[config.mk]
export PLATFORM = sky130hd
export DESIGN_NAME = pc_fetch_queue
export DESIGN_NICKNAME = d
export VERILOG_FILES = /design/src/rtl/pc_fetch_queue.sv
export SDC_FILE = /design/constraint.sdc
export NUM_CORES = 2
export LEC_CHECK = 0
export CORE_MARGIN = 2
export CORE_UTILIZATION = 45
export DETAILED_ROUTE_END_ITERATION = 10
export GPL_ROUTABILITY_DRIVEN = 0
export PLACE_DENSITY = 0.66
export SYNTH_ARGS = -nofsm -noshare
export SYNTH_HDL_FRONTEND = slang
export SYNTH_SLANG_ARGS = --single-unit
[constraint.sdc]
create_clock -name clock -period 10.8 [get_ports clock]
set_input_delay 3.24 -clock clock [delete_from_list [all_inputs] [get_ports clock]]
set_output_delay 3.24 -clock clock [all_outputs]
set_load 0.03 [all_outputs]
[src/rtl/pc_fetch_queue.sv]
// pc_fetch_queue: N-wide fetch stage feeding dispatch from a circular instruction queue.
// Define PC_FETCH_BYPASS_EN to forward an incoming line straight to dispatch when the queue is empty.
module pc_fetch_queue #(
    parameter int          FETCH_WIDTH    = 2,
    parameter int          DISPATCH_WIDTH = 2,
    parameter int          IQ_DEPTH       = 8,
    parameter logic [63:0] RESET_PC       = 64'h0
) (
    input  logic                          clock,
    input  logic                          reset,
    input  logic                          pc_enable,
    input  logic                          branch_is_taken,
    input  logic [63:0]                   fu_target_pc,
    input  logic [32*FETCH_WIDTH-1:0]     Imem2proc_data,
    input  logic                          Imem2proc_valid,
    input  logic                          memory_structure_hazard_stall,
    input  logic                          rs_stall,
    input  logic                          rob_stall,
    input  logic                          rat_stall,
    output logic [63:0]                   proc2Imem_addr,
    output logic [63:0]                   fetch_pc_out,
    output logic [32*DISPATCH_WIDTH-1:0]  inst_out,
    output logic [64*DISPATCH_WIDTH-1:0]  inst_pc_out,
    output logic [DISPATCH_WIDTH-1:0]     inst_is_valid,
    output logic [$clog2(IQ_DEPTH+1)-1:0] iq_count
);
    localparam int LB = $clog2(4 * FETCH_WIDTH);
    localparam int PW = $clog2(IQ_DEPTH);
    localparam int CW = $clog2(IQ_DEPTH + 1);
    localparam int BN = (FETCH_WIDTH < DISPATCH_WIDTH) ? FETCH_WIDTH : DISPATCH_WIDTH;
    localparam logic [31:0] FW32 = FETCH_WIDTH;
    localparam logic [31:0] DW32 = DISPATCH_WIDTH;
    localparam logic [31:0] QD32 = IQ_DEPTH;
    localparam logic [63:0] LINE_BYTES = 64'(4 * FETCH_WIDTH);

    logic [63:0]   pc;
    logic [PW-1:0] head;
    logic [PW-1:0] tail;
    logic [CW-1:0] count;
    logic [31:0]   iq_inst [IQ_DEPTH];
    logic [63:0]   iq_pc   [IQ_DEPTH];

    logic [63:0] line_base;
    logic [31:0] cnt32;
    logic [31:0] off;
    logic [31:0] n_useful;
    logic [31:0] pop_cnt;
    logic [31:0] skip;
    logic [31:0] n_push;
    logic [31:0] disp_n;
    logic        dstall;
    logic        fetch_ok;
    logic        bypass;
    logic [31:0] cmp_inst  [FETCH_WIDTH];
    logic [63:0] cmp_pc    [FETCH_WIDTH];
    logic [31:0] push_inst [FETCH_WIDTH];
    logic [63:0] push_pc   [FETCH_WIDTH];
    logic        unused_ok;

    assign line_base      = {pc[63:LB], {LB{1'b0}}};
    assign proc2Imem_addr = line_base;
    assign fetch_pc_out   = pc;
    assign iq_count       = count;
    assign unused_ok      = ^fu_target_pc[1:0];

    always_comb begin
        cnt32    = 32'(count);
        dstall   = rs_stall | rob_stall | rat_stall;
        off      = 32'((pc >> 2) & 64'(FETCH_WIDTH - 1));
        n_useful = FW32 - off;
        pop_cnt  = '0;
        if (!dstall && !branch_is_taken)
            pop_cnt = (cnt32 < DW32) ? cnt32 : DW32;
        fetch_ok = reset & pc_enable & Imem2proc_valid
                 & !memory_structure_hazard_stall & !branch_is_taken
                 & (QD32 - cnt32 + pop_cnt >= FW32);
`ifdef PC_FETCH_BYPASS_EN
        bypass = (cnt32 == 0) && fetch_ok && !dstall;
`else
        bypass = 1'b0;
`endif
        skip   = '0;
        if (bypass)
            skip = (n_useful < DW32) ? n_useful : DW32;
        n_push = fetch_ok ? n_useful - skip : '0;
        disp_n = bypass ? skip : pop_cnt;
    end

    // Compact the useful slots (k >= offset) down to index 0, then drop the bypassed ones.
    always_comb begin
        for (int j = 0; j < FETCH_WIDTH; j++) begin
            cmp_inst[j]  = '0;
            cmp_pc[j]    = '0;
            push_inst[j] = '0;
            push_pc[j]   = '0;
        end
        for (int k = 0; k < FETCH_WIDTH; k++) begin
            for (int j = 0; j < FETCH_WIDTH; j++) begin
                if (32'(k) == 32'(j) + off) begin
                    cmp_inst[j] = Imem2proc_data[32*k +: 32];
                    cmp_pc[j]   = line_base + 64'(4 * k);
                end
            end
        end
        for (int k = 0; k < FETCH_WIDTH; k++) begin
            for (int j = 0; j < FETCH_WIDTH; j++) begin
                if (32'(k) == 32'(j) + skip) begin
                    push_inst[j] = cmp_inst[k];
                    push_pc[j]   = cmp_pc[k];
                end
            end
        end
    end

    always_comb begin
        inst_out      = '0;
        inst_pc_out   = '0;
        inst_is_valid = '0;
        for (int i = 0; i < DISPATCH_WIDTH; i++) begin
            if (!bypass && 32'(i) < disp_n) begin
                inst_is_valid[i]        = 1'b1;
                inst_out[32*i +: 32]    = iq_inst[head + PW'(i)];
                inst_pc_out[64*i +: 64] = iq_pc[head + PW'(i)];
            end
        end
        for (int i = 0; i < BN; i++) begin
            if (bypass && 32'(i) < disp_n) begin
                inst_is_valid[i]        = 1'b1;
                inst_out[32*i +: 32]    = cmp_inst[i];
                inst_pc_out[64*i +: 64] = cmp_pc[i];
            end
        end
    end

    always_ff @(posedge clock or negedge reset) begin
        if (!reset) begin
            pc    <= RESET_PC;
            head  <= '0;
            tail  <= '0;
            count <= '0;
        end else if (branch_is_taken) begin
            pc    <= {fu_target_pc[63:2], 2'b00};
            head  <= '0;
            tail  <= '0;
            count <= '0;
        end else begin
            head  <= head + PW'(pop_cnt);
            tail  <= tail + PW'(n_push);
            count <= CW'(cnt32 + n_push - pop_cnt);
            if (fetch_ok)
                pc <= line_base + LINE_BYTES;
        end
    end

    // Storage needs no reset: entries are only visible between head and tail.
    always_ff @(posedge clock) begin
        for (int j = 0; j < FETCH_WIDTH; j++) begin
            if (32'(j) < n_push) begin
                iq_inst[tail + PW'(j)] <= push_inst[j];
                iq_pc[tail + PW'(j)]   <= push_pc[j];
            end
        end
    end
endmodule

==> flow_summary.ini <==
[worst_setup_path]
crit_type = in -> out
r2r_slack_ps = 5210
r2r_end = iq_pc[7][7]
worstRegToRegCells = 13
end_kind = output pin
reg2reg_from = iq_count[2]
crit_start = rs_stall
cp_max_fo = 50
arrival_ps = 6420
critPathRequiredTime_ps = 7560
start_kind = primary input

[clocking]
cts_root_buf = clkbuf_16
postCtsSetupRepairBufs = 0
cts_made_buffers = 89
htreeDepth = 3
cts_buffer_depth = 3
clk_latency_ps = 660
post_cts_resized = 0
cts_tree = done
clk_pin_slew_ps = 60
cts_sinks = 824
cts_hold_buf = 0

[drt]
wl_per_cell_microns = 28.5
dr.pass1.iters = 7
routed_wl_microns = 126000
vias_per_cell = 6.18
route.antenna.remaining_nets = 0
drtIter0Drc = 2530
drcViolationCount = 0
dr_total_vias = 27286

[timing]
min_period_over_period_pct = 89.5
rsz0062_at_grt = no
hold_violations = 0
finalSetupViolations = 0
relSlewSlack_pct = 20.9
worst_slew_pin_slew_ps = 1190
setup_tns_ps = 0
fmax_mhz = 104
worst_slack_ps = 1140
skew_ps = 30.4
slew_viol_final = 0
period_needed_ps = 9660

[final_layout]
nNetsFinal = 3196
area_growth_pct = 13.4
design_area_sq_mm = 0.0511
final_common_cell = edfxtp_1
final-seq-area_sq_mm = 0.0244
multi_input_comb_area_sq_mm = 0.0172
fillCellCount = 8049
drive_gt1_share_pct = 27.7
fin_cells = 4413
layout_common_cells = edfxtp_1 (752), clkdlybuf4s50_1 (449), mux4_2 (376), mux2_2 (227), nand2_1 (223)

[global_route]
overflow = 0
grt_pass1_vias = 28060
met3_usage_pct = 4.00
grt_usage_pct = 24.1
antenna_found_initial = 10
grt-busiest-layer = met2
met1_usage_pct = 31.6
grtUsageMet2_pct = 40.8
grt_max_degree = 157
grt_pass1_wl_microns = 183000

[power]
swShare_pct = 26.6
pwr-share-seq_pct = 47.9
p_leak_nw = 15.8
p_int_mw = 5.63
p_comb_share_pct = 14.7
p_clk_share_pct = 37.4
ir_drop_mv = 0.136
p_switching_mw = 2.04
p_per_area_mw_per_mm2 = 150

[run]
maxCapViolations = 0

[floorplan]
fp.dieW_microns = 320
die_y_microns = 320
num_rows = 116
die-area_sq_mm = 0.103
core_area_sq_mm = 0.0997
initial_core_util_pct = 45.2
io_pins = 463

[hold_path]
min_to = iq_pc[6][47]
min-delay-start = fetch_pc_out[47]
holdPathStages = 0
hold_path_class = reg -> reg

[place]
dpl.hpwl_microns = 73800
portBuffers = 451
placed_cell_area_sq_mm = 0.0484
dpl.cell_count = 4245
post-place-ws_ps = 1120

[logic_synthesis]
syn_area_sq_mm = 0.0451
ys_seq_elements = 824
synth_edf_count = 752
yosys_warnings = 0
synthCells = 3258
ys.flop_type = edfxtp_1
synth.avg_cell_area_sq_um = 13.8
synth_cell_types = 59
yosysSeqAreaShare_pct = 54.1
async_flop_share_pct = 8.74

[status]
status = completed
## registers in the layout (all words and copies together), names as in the netlist
signal	flops
fetch_pc_out	62
head	3
iq_count	4
iq_inst	256
iq_pc	496
tail	3
## Yosys cell counts, drive strengths merged (8+ instances only)
master,count,area (sq um)
mux2i,96,961
ha,16,200
o31ai,33,248
a31oi,64,432
nand2,223,837
o31a,8,70.1
buf,172,1110
mux4,376,8470
nor2,170,638
xnor2,9,78.8
a21oi,98,490
nand3,32,165
nor4,11,81.3
clkbuf,656,2460
dfrtp,72,1800
o21ai,23,119
or4,35,263
nand4,29,181
edfxtp,752,22600
or3,19,119
inv,24,90.1
mux2,256,2990
nor3,16,80.1
and3,9,56.3
## power groups by stage
stage	Sequential, mW	Combinational, mW	Clock [mW]
after global placement	3.73	1.11	0
final	3.67	1.13	2.87
after global routing	3.68	1.19	3.05
after CTS	3.67	1.14	2.92
after detailed placement	3.74	1.13	0
after floorplan	3.72	0.836	0
## metrics by stage
stage | power [mW] | util (%) | hold WS (ps)
2_1_floorplan | 4.55 | - | 612
3_3_place_gp | 4.83 | 48.5 | 708
3_5_place_dp | 4.87 | 48.5 | 728
4_1_cts | 7.73 | 51.3 | 738
5_1_grt | 7.92 | 51.3 | 750
6_report | 7.67 | 51.3 | 739
## cells by family after synthesis
logic type	synth area share (%)
and+or+nand+nor	5.87
adders and majority gates	0.666
buffers and inverters	8.14
AOI/OAI and AO/OA	3.37
muxes	27.6
other	0.00832
xor gates and xnor gates	0.272
DFF	54.1
## critical path, cell delays in order
cell and delay (ps):
clkdlybuf4s50_1 440, or4_1 680, a41o_4 520, inv_2 160, nor2_4 50, buf_4 270
nor2_1 240, clkdlybuf4s50_1 700
## worst max-delay path by stage
stage               slack [ps]               end  depth (start not counted)
floorplan                   40     iq_inst[6][0]                         11
global placement          1170  inst_pc_out[127]                          6
detailed placement        1120       inst_out[1]                          8
CTS                       1120       inst_out[1]                          8
global route              1040       inst_out[1]                          8
finish                    1140       inst_out[1]                          8
## layer usage
layer  wire (microns)  vias to the layer above  part of all wire (%)
li1                 -                    11515                     -
met1            49500                    14310                    39
met2            63400                     1241                    50
met3             9010                      212                   7.2
met4             3880                        8                   3.1
met5               55                        -                 0.044
## final cells by class
cell class	instances	area share (%)
repair buffers	509	9.84
inverters	24	0.181
clock buffers	119	4.80
multi-input cells	1590	33.7
flip-flops and latches	824	47.7
clock inverters	43	0.526
diodes	6	0.0294
well taps	1298	3.18
(Power assumes the default switching activity.)
